$ cat config.mk
export PLATFORM = sky130hd
export DESIGN_NAME = video_crtc
export DESIGN_NICKNAME = d
export VERILOG_FILES = /design/src/rtl/video_pkg.sv /design/src/rtl/crtc_regs.sv /design/src/rtl/video_crtc.sv
export SDC_FILE = /design/constraint.sdc
export NUM_CORES = 1
export LEC_CHECK = 0
export CORE_ASPECT_RATIO = 0.75
export CORE_MARGIN = 2
export CORE_UTILIZATION = 50
export DETAILED_ROUTE_END_ITERATION = 8
export GPL_TIMING_DRIVEN = 0
export PLACE_DENSITY_LB_ADDON = 0.15
export SLEW_MARGIN = 10
export SYNTH_ARGS = -nofsm -noshare
export SYNTH_HDL_FRONTEND = slang
export SYNTH_SLANG_ARGS = --single-unit
export TNS_END_PERCENT = 100
$ cat constraint.sdc
create_clock -name clock -period 2.9 [get_ports clock]
set_input_delay 0.58 -clock clock [delete_from_list [all_inputs] [get_ports clock]]
set_output_delay 0.58 -clock clock [all_outputs]
set_load 0.05 [all_outputs]
$ cat src/rtl/video_pkg.sv
// Shared definitions for the video_crtc character CRTC: register indices,
// vertical state encoding and power-on register defaults.
package video_pkg;

  localparam int unsigned NREGS = 16;

  localparam logic [3:0] R_HT   = 4'd0;
  localparam logic [3:0] R_HD   = 4'd1;
  localparam logic [3:0] R_HSP  = 4'd2;
  localparam logic [3:0] R_SW   = 4'd3;
  localparam logic [3:0] R_VT   = 4'd4;
  localparam logic [3:0] R_VA   = 4'd5;
  localparam logic [3:0] R_VD   = 4'd6;
  localparam logic [3:0] R_VSP  = 4'd7;
  localparam logic [3:0] R_IL   = 4'd8;
  localparam logic [3:0] R_MR   = 4'd9;
  localparam logic [3:0] R_CURS = 4'd10;
  localparam logic [3:0] R_CURE = 4'd11;
  localparam logic [3:0] R_SAH  = 4'd12;
  localparam logic [3:0] R_SAL  = 4'd13;
  localparam logic [3:0] R_CURH = 4'd14;
  localparam logic [3:0] R_CURL = 4'd15;

  typedef enum logic [1:0] {
    ACTIVE      = 2'd0,
    ADJUST      = 2'd1,
    FRAME_START = 2'd2
  } vstate_e;

  localparam logic [7:0] DEF_HT  = 8'd63;
  localparam logic [7:0] DEF_HD  = 8'd40;
  localparam logic [7:0] DEF_HSP = 8'd50;
  localparam logic [7:0] DEF_SW  = 8'h44;
  localparam logic [7:0] DEF_VT  = 8'd38;
  localparam logic [7:0] DEF_VA  = 8'd0;
  localparam logic [7:0] DEF_VD  = 8'd24;
  localparam logic [7:0] DEF_VSP = 8'd30;
  localparam logic [7:0] DEF_MR  = 8'd7;

  // A programmed sync width of zero stands for the full 16 units.
  function automatic logic [4:0] sync_width(input logic [3:0] w);
    return (w == 4'd0) ? 5'd16 : {1'b0, w};
  endfunction

endpackage

$ cat src/rtl/crtc_regs.sv
// CPU-facing index/data register pair and register file of video_crtc.
// Cursor registers R10/R11/R14/R15 exist only when CRTC_CURSOR_EN is defined.
module crtc_regs
  import video_pkg::*;
#(
  parameter logic [7:0] HT_DEF  = DEF_HT,
  parameter logic [7:0] HD_DEF  = DEF_HD,
  parameter logic [7:0] HSP_DEF = DEF_HSP,
  parameter logic [7:0] SW_DEF  = DEF_SW,
  parameter logic [7:0] VT_DEF  = DEF_VT,
  parameter logic [7:0] VA_DEF  = DEF_VA,
  parameter logic [7:0] VD_DEF  = DEF_VD,
  parameter logic [7:0] VSP_DEF = DEF_VSP,
  parameter logic [7:0] MR_DEF  = DEF_MR
) (
  input  logic        clock_i,
  input  logic        reset_i,
  input  logic        ce_i,
  input  logic        sel_i,
  input  logic        rs_i,
  input  logic        wr_i,
  input  logic        rd_i,
  input  logic [7:0]  d_i,
  output logic [7:0]  q_o,
  output logic [7:0]  ht_o,
  output logic [7:0]  hd_o,
  output logic [7:0]  hsp_o,
  output logic [7:0]  sw_o,
  output logic [6:0]  vt_o,
  output logic [4:0]  va_o,
  output logic [6:0]  vd_o,
  output logic [6:0]  vsp_o,
  output logic [4:0]  mr_o,
`ifdef CRTC_CURSOR_EN
  output logic [6:0]  cur_cfg_o,
  output logic [4:0]  cur_end_o,
  output logic [13:0] cur_addr_o,
`endif
  output logic [13:0] start_o
);

  localparam logic [NREGS-1:0][7:0] REGS_RST = {
    8'h00, 8'h00, 8'h00, 8'h00, 8'h00, 8'h00, MR_DEF, 8'h00,
    VSP_DEF, VD_DEF, VA_DEF, VT_DEF, SW_DEF, HSP_DEF, HD_DEF, HT_DEF
  };

  logic [4:0]              index_q, index_d;
  logic [NREGS-1:0][7:0]   regs_q, regs_d;
  logic                    wr_en;

  function automatic logic writable(input logic [4:0] idx);
    logic ok;
    ok = !idx[4] && (idx[3:0] != R_IL);
`ifndef CRTC_CURSOR_EN
    if (idx[3:0] inside {R_CURS, R_CURE, R_CURH, R_CURL}) ok = 1'b0;
`endif
    return ok;
  endfunction

  assign wr_en = sel_i && !wr_i && ce_i;

  always_comb begin
    index_d = index_q;
    regs_d  = regs_q;
    if (wr_en) begin
      if (!rs_i) begin
        index_d = d_i[4:0];
      end else if (writable(index_q)) begin
        // High address bytes only hold six bits.
        if (index_q[3:0] == R_SAH || index_q[3:0] == R_CURH)
          regs_d[index_q[3:0]] = {2'b00, d_i[5:0]};
        else
          regs_d[index_q[3:0]] = d_i;
      end
    end
  end

  always_ff @(posedge clock_i) begin
    if (reset_i) begin
      index_q <= '0;
      regs_q  <= REGS_RST;
    end else begin
      index_q <= index_d;
      regs_q  <= regs_d;
    end
  end

  always_comb begin
    q_o = 8'h00;
    if (sel_i && !rd_i && rs_i && !index_q[4]) begin
      case (index_q[3:0])
        R_SAH, R_SAL:   q_o = regs_q[index_q[3:0]];
`ifdef CRTC_CURSOR_EN
        R_CURH, R_CURL: q_o = regs_q[index_q[3:0]];
`endif
        default:        q_o = 8'h00;
      endcase
    end
  end

  assign ht_o    = regs_q[R_HT];
  assign hd_o    = regs_q[R_HD];
  assign hsp_o   = regs_q[R_HSP];
  assign sw_o    = regs_q[R_SW];
  assign vt_o    = regs_q[R_VT][6:0];
  assign va_o    = regs_q[R_VA][4:0];
  assign vd_o    = regs_q[R_VD][6:0];
  assign vsp_o   = regs_q[R_VSP][6:0];
  assign mr_o    = regs_q[R_MR][4:0];
  assign start_o = {regs_q[R_SAH][5:0], regs_q[R_SAL]};
`ifdef CRTC_CURSOR_EN
  assign cur_cfg_o  = regs_q[R_CURS][6:0];
  assign cur_end_o  = regs_q[R_CURE][4:0];
  assign cur_addr_o = {regs_q[R_CURH][5:0], regs_q[R_CURL]};
`endif

endmodule

$ cat src/rtl/video_crtc.sv
// 6845-subset CRTC: character/raster/row counters, sync generation and video
// addressing. Hardware cursor and blink are built only with CRTC_CURSOR_EN.
module video_crtc
  import video_pkg::*;
#(
  parameter logic [7:0] HT_DEF  = DEF_HT,
  parameter logic [7:0] HD_DEF  = DEF_HD,
  parameter logic [7:0] HSP_DEF = DEF_HSP,
  parameter logic [7:0] SW_DEF  = DEF_SW,
  parameter logic [7:0] VT_DEF  = DEF_VT,
  parameter logic [7:0] VA_DEF  = DEF_VA,
  parameter logic [7:0] VD_DEF  = DEF_VD,
  parameter logic [7:0] VSP_DEF = DEF_VSP,
  parameter logic [7:0] MR_DEF  = DEF_MR
) (
  input  logic        clock,
  input  logic        reset,
  input  logic        cce,
  input  logic        ce,
  input  logic        sel,
  input  logic        rs,
  input  logic        wr,
  input  logic        rd,
  input  logic [7:0]  d,
  output logic [7:0]  q,
  output logic        hsync,
  output logic        vsync,
  output logic        de,
  output logic [13:0] vma,
  output logic [2:0]  vra,
  output logic        cursor
);

  logic [7:0]  ht, hd, hsp, sw;
  logic [6:0]  vt, vd, vsp;
  logic [4:0]  va, mr;
  logic [13:0] start_addr;
`ifdef CRTC_CURSOR_EN
  logic [6:0]  cur_cfg;
  logic [4:0]  cur_end;
  logic [13:0] cur_addr;
`endif

  crtc_regs #(
    .HT_DEF (HT_DEF),  .HD_DEF (HD_DEF),  .HSP_DEF(HSP_DEF),
    .SW_DEF (SW_DEF),  .VT_DEF (VT_DEF),  .VA_DEF (VA_DEF),
    .VD_DEF (VD_DEF),  .VSP_DEF(VSP_DEF), .MR_DEF (MR_DEF)
  ) u_regs (
    .clock_i   (clock),
    .reset_i   (reset),
    .ce_i      (ce),
    .sel_i     (sel),
    .rs_i      (rs),
    .wr_i      (wr),
    .rd_i      (rd),
    .d_i       (d),
    .q_o       (q),
    .ht_o      (ht),
    .hd_o      (hd),
    .hsp_o     (hsp),
    .sw_o      (sw),
    .vt_o      (vt),
    .va_o      (va),
    .vd_o      (vd),
    .vsp_o     (vsp),
    .mr_o      (mr),
`ifdef CRTC_CURSOR_EN
    .cur_cfg_o (cur_cfg),
    .cur_end_o (cur_end),
    .cur_addr_o(cur_addr),
`endif
    .start_o   (start_addr)
  );

  vstate_e     state_q, state_d;
  logic [7:0]  hc_q, hc_d;
  logic [4:0]  rc_q, rc_d;
  logic [6:0]  vc_q, vc_d;
  logic [4:0]  adj_q, adj_d;
  logic [13:0] ma_row_q, ma_row_d;
  logic [4:0]  hs_rem_q, hs_rem_d;
  logic [4:0]  vs_rem_q, vs_rem_d;
  logic        hsync_q, hsync_d, vsync_q, vsync_d, de_q, de_d, cursor_q, cursor_d;
  logic [13:0] vma_q, vma_d;
  logic [2:0]  vra_q, vra_d;

  logic eol, row_end, vs_trig;

  // hc == 255 also ends the line, so shrinking R0 below hc cannot lock up.
  assign eol     = (hc_q == ht) || (hc_q == 8'hFF);
  assign row_end = (rc_q == mr);
  assign vs_trig = (state_q != ADJUST) && (vc_q == vsp) && (rc_q == 5'd0);

  always_comb begin
    state_d  = state_q;
    hc_d     = hc_q;
    rc_d     = rc_q;
    vc_d     = vc_q;
    adj_d    = adj_q;
    ma_row_d = ma_row_q;
    if (cce) begin
      hc_d = eol ? 8'd0 : hc_q + 8'd1;
      if (state_q == FRAME_START) state_d = ACTIVE;
      if (eol) begin
        if (state_q == ADJUST) begin
          if (adj_q + 5'd1 == va) begin
            state_d  = FRAME_START;
            vc_d     = '0;
            rc_d     = '0;
            ma_row_d = start_addr;
          end else begin
            adj_d = adj_q + 5'd1;
          end
        end else if (row_end && vc_q == vt) begin
          // Frame end wins over row advance: ma_row reloads, no +R1.
          if (va != 5'd0) begin
            state_d = ADJUST;
            adj_d   = '0;
            rc_d    = '0;
          end else begin
            state_d  = FRAME_START;
            vc_d     = '0;
            rc_d     = '0;
            ma_row_d = start_addr;
          end
        end else if (row_end) begin
          rc_d     = '0;
          vc_d     = vc_q + 7'd1;
          ma_row_d = ma_row_q + {6'b0, hd};
        end else begin
          rc_d = rc_q + 5'd1;
        end
      end
    end
  end

  always_comb begin
    hsync_d  = hsync_q;
    vsync_d  = vsync_q;
    de_d     = de_q;
    vma_d    = vma_q;
    vra_d    = vra_q;
    hs_rem_d = hs_rem_q;
    vs_rem_d = vs_rem_q;
    if (cce) begin
      if (hc_q == hsp) begin
        hsync_d  = 1'b1;
        hs_rem_d = sync_width(sw[3:0]) - 5'd1;
      end else if (hs_rem_q != 5'd0) begin
        hsync_d  = 1'b1;
        hs_rem_d = hs_rem_q - 5'd1;
      end else begin
        hsync_d = 1'b0;
      end
      // Vertical sync is evaluated once per line, at its first character.
      if (hc_q == 8'd0) begin
        if (vsync_q && vs_rem_q != 5'd0) begin
          vs_rem_d = vs_rem_q - 5'd1;
        end else if (vs_trig) begin
          vsync_d  = 1'b1;
          vs_rem_d = sync_width(sw[7:4]) - 5'd1;
        end else begin
          vsync_d = 1'b0;
        end
      end
      de_d  = (hc_q < hd) && (vc_q < vd) && (state_q == ACTIVE);
      vma_d = ma_row_q + {6'b0, hc_q};
      vra_d = rc_q[2:0];
    end
  end

`ifdef CRTC_CURSOR_EN
  logic [4:0] blink_q, blink_d;
  logic       cur_vis;

  assign blink_d = (cce && state_q == FRAME_START) ? blink_q + 5'd1 : blink_q;

  always_comb begin
    case (cur_cfg[6:5])
      2'b00:   cur_vis = 1'b1;
      2'b01:   cur_vis = 1'b0;
      2'b10:   cur_vis = !blink_q[3];
      default: cur_vis = !blink_q[4];
    endcase
  end

  always_comb begin
    cursor_d = cursor_q;
    if (cce)
      cursor_d = de_d && cur_vis && (vma_d == cur_addr) &&
                 (rc_q >= cur_cfg[4:0]) && (rc_q <= cur_end);
  end

  always_ff @(posedge clock) begin
    if (reset) blink_q <= '0;
    else       blink_q <= blink_d;
  end
`else
  assign cursor_d = 1'b0;
`endif

  always_ff @(posedge clock) begin
    if (reset) begin
      state_q  <= ACTIVE;
      hc_q     <= '0;
      rc_q     <= '0;
      vc_q     <= '0;
      adj_q    <= '0;
      ma_row_q <= '0;
      hs_rem_q <= '0;
      vs_rem_q <= '0;
      hsync_q  <= 1'b0;
      vsync_q  <= 1'b0;
      de_q     <= 1'b0;
      cursor_q <= 1'b0;
      vma_q    <= '0;
      vra_q    <= '0;
    end else begin
      state_q  <= state_d;
      hc_q     <= hc_d;
      rc_q     <= rc_d;
      vc_q     <= vc_d;
      adj_q    <= adj_d;
      ma_row_q <= ma_row_d;
      hs_rem_q <= hs_rem_d;
      vs_rem_q <= vs_rem_d;
      hsync_q  <= hsync_d;
      vsync_q  <= vsync_d;
      de_q     <= de_d;
      cursor_q <= cursor_d;
      vma_q    <= vma_d;
      vra_q    <= vra_d;
    end
  end

  assign hsync  = hsync_q;
  assign vsync  = vsync_q;
  assign de     = de_q;
  assign vma    = vma_q;
  assign vra    = vra_q;
  assign cursor = cursor_q;

endmodule

# After elaboration in Yosys (flattened, before gate mapping)
# Cells that the tools add are included.
[op_classes]
n_mul = 0
div_mod_pow = 0
n_eq_ne = 20
shifts = 0
bitwise_logic = 2
n_lt_le_gt_ge = 4
mux = 46
add_sub_neg = 10
n_reduce_logical = 41
[op_table]
columns = ["op", "count"]
rows = [
  ["128-bit bitwise mux", 2],
  ["128-bit 2-to-1 mux", 1],
  ["14-bit 2-to-1 mux", 5],
  ["5-bit 2-to-1 mux", 14],
  ["8-bit 2-to-1 mux", 5],
  ["7-bit 2-to-1 mux", 5],
  ["8-bit binary-select mux with 4-bit select", 1],
  ["8-bit demux with 4-bit select", 1],
  ["14-bit by 8-bit adder with 14-bit output", 2],
  ["4-bit == test (second input constant)", 6],
  ["5-bit by 1-bit subtractor with 5-bit output (second input constant)", 4],
  ["8-bit == test", 2],
  ["5-bit nonzero test", 3],
  ["7-bit == test", 2],
  ["1-bit logical AND", 13],
  ["2-bit 2-to-1 mux", 6],
  ["3-bit AND reduction", 4],
  ["5-bit by 1-bit adder with 5-bit output (second input constant)", 2],
  ["5-bit == test", 2],
  ["5-bit AND reduction", 2],
  ["8-bit by 1-bit adder with 8-bit output (second input constant)", 1],
  ["8-bit == test (second input constant)", 1],
  ["4-bit zero test", 2],
  ["8-bit zero test", 1],
  ["22 further kinds", 36],
]
[word_totals]
latchBits = 0
inputBits = 16
word_cells = 153
ramBits = 0
out_inout_bits = 29
mem_count = 0
romBits = 0
regBits = 204

# Logic depth before layout (Yosys ltp)
# Gate-level depths: netlist (run 1).
[logic_depth]
word_depth = 6
ltp_mapped = 10
mapped_depth_nobuf = 8

# Modules after synthesis
# Synthesis (run 1) repeated with hierarchy kept, for this count alone.
[hier_totals]
hier_cells = 1102
area_unflattened_um2 = 9699.3
[by_module_without_submodules]
columns = ["mod", "n_inst", "area_each_um2", "cells_per_inst", "seq_area_each_um2"]
rows = [
  ["video_crtc", 1, 5057.4, 646, 1421.4],
  ["crtc_regs", 1, 4642.0, 456, 2001.9],
]

# Least setup slack after synthesis (run 1)
# No wires, ideal clock.
[synth_path]
path_kind = "reg-to-output"
startpoint = "register u_regs.index_q[3]"
endpoint = "output port q[0]"
slack_ns = 0.207
arrival_ns = 2.113
stages_incl_launch_ff = 6
path_cell_list = "dfxtp_1 > clkbuf_1 > nand2_1 > or4_1 > clkbuf_1 > nor2b_1"
[synth_via]
elab_chain_cells = 4
[synth_rtl]
columns = ["element", "line", "text"]
rows = [
  ["start: declaration", "crtc_regs.sv:47", "logic [4:0] index_q, index_d;"],
  ["start signal: assignment", "crtc_regs.sv:83", "index_q <= index_d;"],
  ["8-bit binary-select mux with 4-bit select or 4-bit == test (tied branches)", "crtc_regs.sv:92, crtc_regs.sv:91", ""],
  ["8-bit 2-to-1 mux (implied by the code) or 2-bit OR reduction (tied branches)", "crtc_regs.sv:92, crtc_regs.sv:91", ""],
  ["8-bit 2-to-1 mux *", "crtc_regs.sv:91", "case (index_q[3:0])"],
  ["8-bit 2-to-1 mux *", "crtc_regs.sv:90", "if (sel_i && !rd_i && rs_i && !index_q[4]) begin"],
  ["end: declaration", "video_crtc.sv:25", "output logic [7:0] q,"],
]
# Every way passes the cells marked *; elsewhere a longest branch is shown, timed or not. The select of a mux whose other input is x is not followed.

# Final worst setup path (run 1)
[layout_path]
startpoint = "register hc_q[6]"
endpoint = "register hs_rem_q[4]"
[layout_via]
elab_chain_cells = 3
[layout_rtl]
columns = ["element", "line", "text"]
rows = [
  ["start: declaration", "video_crtc.sv:76", "logic [7:0] hc_q, hc_d;"],
  ["start signal: assignment", "video_crtc.sv:205", "hc_q <= '0;"],
  ["start signal: assignment", "video_crtc.sv:220", "hc_q <= hc_d;"],
  ["8-bit == test *", "video_crtc.sv:146", "if (hc_q == hsp) begin"],
  ["2-bit nonzero test (no line)", "--", ""],
  ["2-bit AND reduction (no line)", "--", ""],
  ["end signal: assignment", "video_crtc.sv:225", "hs_rem_q <= hs_rem_d;"],
  ["end: declaration", "video_crtc.sv:81", "logic [4:0] hs_rem_q, hs_rem_d;"],
]
# Every way passes the cells marked *; elsewhere a longest branch is shown, timed or not.
# A chain may end at the register's enable or synchronous reset.

==> summary.md, run 1 <==
| Metric | Value |
|---|---|
| Switch Pwr | 1.578 mW |
| Critical path's largest stage delay | 0.38 ns |
| Number of global-route vias before repair | 7547 |
| Max Fclk | 0.3571 GHz |
| Root buf cell | clkbuf_16 |
| Initial antenna violation count | 0 |
| CTS Hold Buffers Added | 0 |
| Crit end category | flop |
| Num CTS Buffers | 17 |
| Crit Reg-Reg Endpoint | hs_rem_q[4]$_SDFFE_PP0P_ |
| Multi-input logic area | 5310 µm² |
| #FFs+latches synth | 171 |
| Worst path depth | 10 |
| Syn_nets | 1085 |
| Main synth FF type | dfxtp_1 |
| Final core occ | 59.06% |
| DR vias/cell | 6.033 |
| CP max stage cell | dfxtp_1 |
| Comb pwr share | 10.4% |
| Final setup violation count | 0 |
| Largest net degree at the start of global routing | 20 |
| Detailed-route DRC error count | 0 |
| Distinct cells, synth | 81 |
| Final WL | 28170 µm |
| RD Place Congestion | 0.9303 |
| Final Hold Viols | 0 |
| Worst Min Path Start | u_regs.regs_q[127]$_SDFFE_PP0P_ |
| Clk_skew | 0.007501 ns |
| Pint | 3.869 mW |
| Power Dens Cells | 517.8 nW/µm² |
| Slew at the pin with the worst max-slew slack | 0.9108 ns |
| Crit share post-route | 96.55% |
| Cell Area, Placed | 9892 µm² |
| Share of cells above drive strength 1 | 8.893% |
| Post-DRT Antenna Nets | 0 |
| Sequential share of power | 45.2% |
| DR pass1 iterations | 5 |
| Clock power share | 44.5% |
| Nets | 1144 |
| Placed insts | 1315 |
| Reg2reg start | hc_q[6]$_SDFFE_PP0P_ |
| CTS Buffer Depth | 2 |
| Wirelength per Cell | 20.96 µm |
| Arr. time, crit path | 3.12 ns |
| Critical Path Start Type | flop |
| Mapped Avg Cell Area | 8.892 µm² |
| CTS tree | done |
| Crit-path cells | clkbuf_1, xnor2_1, nand4_1, nor2_2, clkbuf_2, mux2i_1, ha_1, a21oi_1, o211ai_1, o211ai_1 |
| Clock sinks | 171 |
| Area grow syn2layout | 14.88% |
| Die Ht | 121.2 µm |
| CP top delay family | buffers and inverters |
| Starting DRT DRC Count | 770 |
| Crit path buf inv count | 2 |
| Worst Setup EP | hs_rem_q[4]$_SDFFE_PP0P_ |
| Syn Inst Count | 1030 |
| Outcome | complete, no violations |
| Design area | 10520 µm² |
| Filler instances | 1589 |
| Worst-path clk slew | 0.08 ns |
| Die area | 19430 µm² |
| Number of synthesized flops with an enable pin | 0 |
| Crit path max fanout | 10 |
| RSZ-0062 raised after global routing | yes |
| DP HPWL | 20530 µm |
| Initial Util | 51.41% |
| Critical Path RT | 3.22 ns |
| Gr ovfl total | 0 |
| Min Tclk post-route | 2.800 ns |
| Peak VDD IR | 0.4082 mV |
| Worst-Skew Late Latency | 0.44 ns |
| Switching part of the total | 28.97% |
| # rows | 42 |
| Cell Area, Synth | 9159 µm² |
| Die width | 160.3 µm |
| Reg2reg path depth | 10 |
| Total track usage | 29.45% |
| Asr flop ratio synth | 0% |
| R2R Setup Slk | 0.1 ns |
| HP Class | flop to flop |
| Worst setup path start | hc_q[6]$_SDFFE_PP0P_ |
| Port-buffer cells | 43 |
| Max_cap viols | 0 |
| Yosys warnings | 0 |
| Final non-filler cell total | 1344 |
| Number of diodes | 0 |
| Sequential fraction of the synthesis area | 37.38% |
| First-pass GRT wire length | 43340 µm |
| Register area | 3426 µm² |
| Leakage | 4.151 nW |
| WS Path Type | flop to flop |
| Io pins | 45 |
| Most common cell on crit path | o211ai_1 |
| H-Tree Depth | 4 |
| Core ar. | 17810 µm² |
| Slew headroom | 39.28% |
| DR vias | 8108 |
| Max Slew Vio Count | 0 |
-- routing by layer --
layer | global-route usage [%] | vias up | part of all wire [%]
li1 | - | 3801 | -
met1 | 42.76 | 3906 | 47
met2 | 43.94 | 344 | 42
met3 | 5.161 | 57 | 8.0
met4 | 10.59 | 0 | 2.5
met5 | 0 | - | 0
-- how the worst min path moves through the flow --
stage / to / slack [ns] / cells after the start
final: u_regs.regs_q[127]$_SDFFE_PP0P_ / 0.47 / 1
after global routing: u_regs.regs_q[127]$_SDFFE_PP0P_ / 0.48 / 1
after CTS: flop / 0.47 / 1
after detailed placement: flop / 0.45 / 1
after global placement: u_regs.regs_q[118]$_SDFFE_PP0P_ / 0.45 / 1
after floorplan: flop / 0.43 / 1
-- Yosys cell counts, types with 12 or more instances --
cell | instances | area share [%]
a21oi_1 | 50 | 2.7
buf_2 | 13 | 0.71
clkbuf_1 | 47 | 1.9
dfxtp_1 | 171 | 37
ha_1 | 37 | 5.1
inv_1 | 34 | 1.4
mux2i_1 | 81 | 8.9
nand2_1 | 85 | 3.5
nand3_1 | 26 | 1.4
nand4_1 | 26 | 1.8
nor2_1 | 109 | 4.5
nor2b_1 | 34 | 2.3
nor3_1 | 12 | 0.66
o21ai_0 | 24 | 1.3
xnor2_1 | 34 | 3.3
xor2_1 | 30 | 2.9
-- cell families (layout without fill, tap and decap cells) --
kind of cell,count (synthesis),count (layout),synth area share (%)
flops,171,171,37.38
xor+xnor,64,64,6.120
buf+inv,108,180,5.014
fa+ha+maj,39,39,5.492
compound gates,190,190,14.62
other cells,1,1,0.04094
simple gates,366,366,20.27
mux,91,91,11.07
-- placed cells by master (no fill, tap or decap), types with 35 or more instances in the layout --
cell / n
a21oi_1: 50
clkbuf_1: 39
clkdlybuf4s50_1: 35
dfxtp_1: 169
ha_1: 37
mux2i_1: 81
nand2_1: 85
nor2_1: 108
-- power groups by stage --
stage          registers (mW)  clock network, mW  logic, mW
2_1_floorplan            2.54                  0      0.330
6_report                 2.46               2.42      0.564
4_1_cts                  2.46               2.43      0.553
3_3_place_gp             2.51                  0      0.541
3_5_place_dp             2.51                  0      0.545
5_1_grt                  2.47               2.53      0.608
-- worst register-to-register path, cell delays in order (launching register included) --
cell and delay, ns:
dfxtp_1 0.38, clkbuf_1 0.31, xnor2_1 0.17, nand4_1 0.15, nor2_2 0.34, clkbuf_2 0.32
mux2i_1 0.29, ha_1 0.32, a21oi_1 0.11, o211ai_1 0.19, o211ai_1 0.11
-- through the flow --
| stage | hold WS, ns | total power, mW | setup slack [ns] | setup TNS, ns |
|---|---|---|---|---|
| 3_3_place_gp | 0.4470 | 3.051 | -0.5090 | -16.09 |
| 3_5_place_dp | 0.4502 | 3.057 | -0.5055 | -17.95 |
| 2_1_floorplan | 0.4324 | 2.870 | 0.2074 | 0 |
| 6_report | 0.4683 | 5.448 | 0.09992 | 0 |
| 5_1_grt | 0.4767 | 5.605 | 0.008351 | 0 |
| 4_1_cts | 0.4689 | 5.440 | 0.01209 | 0 |
-- what timing repair did --
item,4_1_cts,5_1_grt
endpoints found under the setup margin,10,28
resized for setup,47,10
setup buffers,0,0
pin swaps,0,0
-- cell type report --
cell class	instances	share of cell area, %
Multi-Input combinational cell	751	50.47
Sequential cell	171	32.56
Clock buffer	17	4.043
Timing Repair Buffer	43	3.734
Buffer	70	3.163
Tap cell	242	2.878
Clock inverter	15	1.903
Inverter	35	1.249
No activity file was read; power rests on OpenSTA's default activity.
==> inputs of run 2 (changes only) <==
CORE_MARGIN = 1.5   (was 2)
clock period = 3.3 ns   (was 2.9 ns; I/O delays follow)
==> run 2 against run 1 <==
  * Utilization shrank 0.24 points
  * Die area shrank 1.4%
  * Flip-flop and latch count is the same
  * Sequential share of layout area grew 0.12 points
  * Sequential power shrank 12%
  * Critical path type is now flop to primary output
  * Largest cell class unchanged
==> summary.md, run 2 (synthesized netlist as in run 1, its figures left out) <==
| Metric | Value |
|---|---|
| Nets | 1145 (was 1144) |
| Max_cap viols | 0 (unchanged) |
| Worst-path clk slew | 0.07 ns (was 0.08 ns) |
| Die Ht | 120.2 µm (was 121.2 µm) |
| Die width | 159.3 µm (was 160.3 µm) |
| Crit end category | primary output (was flop) |
| Die area | 19150 µm² (was 19430 µm²) |
| Commonest non-fill, non-tap cell in the layout | dfxtp_1 (unchanged) |
| Final WL | 27790 µm (was 28170 µm) |
| Clock sinks | 171 (unchanged) |
| DR pass1 iterations | 5 (unchanged) |
| Filler instances | 1614 (was 1589) |
| R2R Setup Slk | 0.21 ns (was 0.1 ns) |
| DR vias/cell | 5.953 (was 6.033) |
| Peak VDD IR | 0.2255 mV (was 0.4082 mV) |
| Critical Path RT | 2.64 ns (was 3.22 ns) |
| RD Place Congestion | 0.9001 (was 0.9303) |
| Min Tclk post-route | 3.158 ns |
| Root buf cell | clkbuf_16 (unchanged) |
| CP max stage cell | dfxtp_1 (unchanged) |
| Cell Area, Placed | 9892 µm² (unchanged) |
| Number of global-route vias before repair | 7612 (was 7547) |
| Worst setup path start | u_regs.index_q[2]$_SDFFE_PP0P_ (was hc_q[6]$_SDFFE_PP0P_) |
| Area grow syn2layout | 14.41% (was 14.88%) |
| First-pass GRT wire length | 43400 µm (was 43340 µm) |
| Max Slew Vio Count | 0 (unchanged) |
| Initial Util | 51.41% (unchanged) |
| HP Class | flop to flop (unchanged) |
| Final setup violation count | 0 (unchanged) |
| Reg2reg path depth | 10 (unchanged) |
| WS Path Type | flop to primary output (was flop to flop) |
| Slew at the pin with the worst max-slew slack | 1.027 ns (was 0.9108 ns) |
| Number of post-CTS setup repair buffers | 0 (unchanged) |
| # rows | 42 (unchanged) |
| CTS Hold Buffers Added | 0 (unchanged) |
| Total Power Consumption | 4.645 mW (was 5.448 mW) |
| Crit-path cells | nand2_1, or4_1, clkbuf_1, nor2b_1, clkdlybuf4s15_2 (was clkbuf_1, xnor2_1, nand4_1, nor2_2, clkbuf_2, mux2i_1, ha_1, a21oi_1, o211ai_1, o211ai_1) |
| Crit Reg-Reg Endpoint | hs_rem_q[4]$_SDFFE_PP0P_ (unchanged) |
| Share of cells above drive strength 1 | 8.069% (was 8.893%) |
| Total track usage | 29.72% (was 29.45%) |
| Crit path max fanout | 9 (was 10) |
| Critical Path Start Type | flop (unchanged) |
| Core ar. | 17810 µm² (unchanged) |
| Max Fclk | 0.3167 GHz |
| RSZ-0062 raised after global routing | no (was yes) |
| DP HPWL | 20500 µm (was 20530 µm) |
| Post-DRT Antenna Nets | 0 (unchanged) |
| Outcome | complete, no violations (unchanged) |
| Post_cts resized | 23 (was 47) |
| Design area | 10480 µm² (was 10520 µm²) |
| Num CTS Buffers | 17 (unchanged) |
| DR vias | 8007 (was 8108) |
| Worst-Skew Late Latency | 0.45 ns (was 0.44 ns) |
| Critical path's largest stage delay | 0.53 ns (was 0.38 ns) |
| Number of diodes | 0 (unchanged) |
| Wirelength per Cell | 20.66 µm (was 20.96 µm) |
| H-Tree Depth | 4 (unchanged) |
| CTS tree | done (unchanged) |
| Worst Setup Slack, final | 0.1424 ns (was 0.09992 ns) |
| Setup WS pre-CTS | -0.2459 ns (was -0.5055 ns) |
| Port-buffer cells | 43 (unchanged) |
| Arr. time, crit path | 2.50 ns (was 3.12 ns) |
| Initial antenna violation count | 0 (unchanged) |
| Detailed-route DRC error count | 0 (unchanged) |
| Leakage | 4.092 nW (was 4.151 nW) |
| Worst Setup EP | q[0] (was hs_rem_q[4]$_SDFFE_PP0P_) |
| Crit share post-route | 95.69% |
| Starting DRT DRC Count | 755 (was 770) |
| Reg2reg start | hc_q[0]$_SDFFE_PP0P_ (was hc_q[6]$_SDFFE_PP0P_) |
| Slew headroom | 31.33% (was 39.28%) |
| Io pins | 45 (unchanged) |
| Gr ovfl total | 0 (unchanged) |
| Clk_skew | 0.01078 ns (was 0.007501 ns) |
| Final Hold Viols | 0 (unchanged) |
| Power Dens Cells | 443.2 nW/µm² (was 517.8 nW/µm²) |
| Largest net degree at the start of global routing | 19 (was 20) |
| CTS Buffer Depth | 2 (unchanged) |
| Most frequent cells in the layout | 170 x dfxtp_1, 109 x nor2_1, 85 x nand2_1, 81 x mux2i_1, 50 x a21oi_1 (was 169 x dfxtp_1, 108 x nor2_1, 85 x nand2_1, 81 x mux2i_1, 50 x a21oi_1) |
[run 2: cell types whose count changed in the layout (fill, tap and decap cells not counted), sizes merged]
cell | previous run | this run
inv | 42 | 40
clkinvlp | 0 | 2
clkdlybuf4s15 | 1 | 6
buf | 29 | 24
clkbuf | 64 | 66
bufinv | 1 | 0
[run 2: worst max-delay path, delay by kind of cell, from the launching register on]
kind | cells | cell delay [ns]
buffers and inverters | 2 | 0.60
DFF | 1 | 0.53
and+or+nand+nor | 3 | 0.92
[run 2: metal layers]
layer | wire length [µm] | up-vias | track usage, %
li1 | - | 3821 | -
met1 | 13510 | 3814 | 43.85
met2 | 11510 | 315 | 43.64
met3 | 2017 | 57 | 4.460
met4 | 758 | 0 | 11.26
met5 | 0 | - | 0
[run 2: report_power, final]
part,total (mW),leakage [nW],internal (mW),switching (mW)
clock network,2.00,0.283,1.03,0.967
registers,2.16,1.38,2.11,0.0508
logic,0.486,2.43,0.183,0.303
[run 2: how the worst min path moves through the flow]
stage | cells past startpoint | end | from
after floorplan | 1 | flop | flop
after global placement | 1 | u_regs.regs_q[127]$_SDFFE_PP0P_ | u_regs.regs_q[127]$_SDFFE_PP0P_
after detailed placement | 1 | flop | flop
after CTS | 1 | flop | flop
after global routing | 1 | u_regs.regs_q[126]$_SDFFE_PP0P_ | u_regs.regs_q[126]$_SDFFE_PP0P_
final | 1 | flop | flop
[run 2: cell type report]
cell class | count | area (µm²) | share of cell area, %
Multi-Input combinational cell | 751 | 5276 | 50.35
Sequential cell | 171 | 3425 | 32.68
Clock buffer | 18 | 439.2 | 4.191
Timing Repair Buffer | 43 | 427.9 | 4.084
Buffer | 71 | 321.6 | 3.069
Tap cell | 242 | 302.8 | 2.890
Clock inverter | 14 | 155.1 | 1.481
Inverter | 35 | 131.4 | 1.254
[run 2: metrics by stage]
| step | hold slack [ns] | TNS [ns] | utilization (%) | instances |
|---|---|---|---|---|
| after floorplan | 0.4324 | 0 | - | 1030 |
| after global placement | 0.4461 | -2.851 | 55.53 | 1315 |
| after detailed placement | 0.4500 | -2.430 | 55.53 | 1315 |
| after CTS | 0.4679 | 0 | 58.87 | 1345 |
| after global routing | 0.4805 | 0 | 58.82 | 1345 |
| final | 0.4656 | 0 | 58.82 | 1345 |
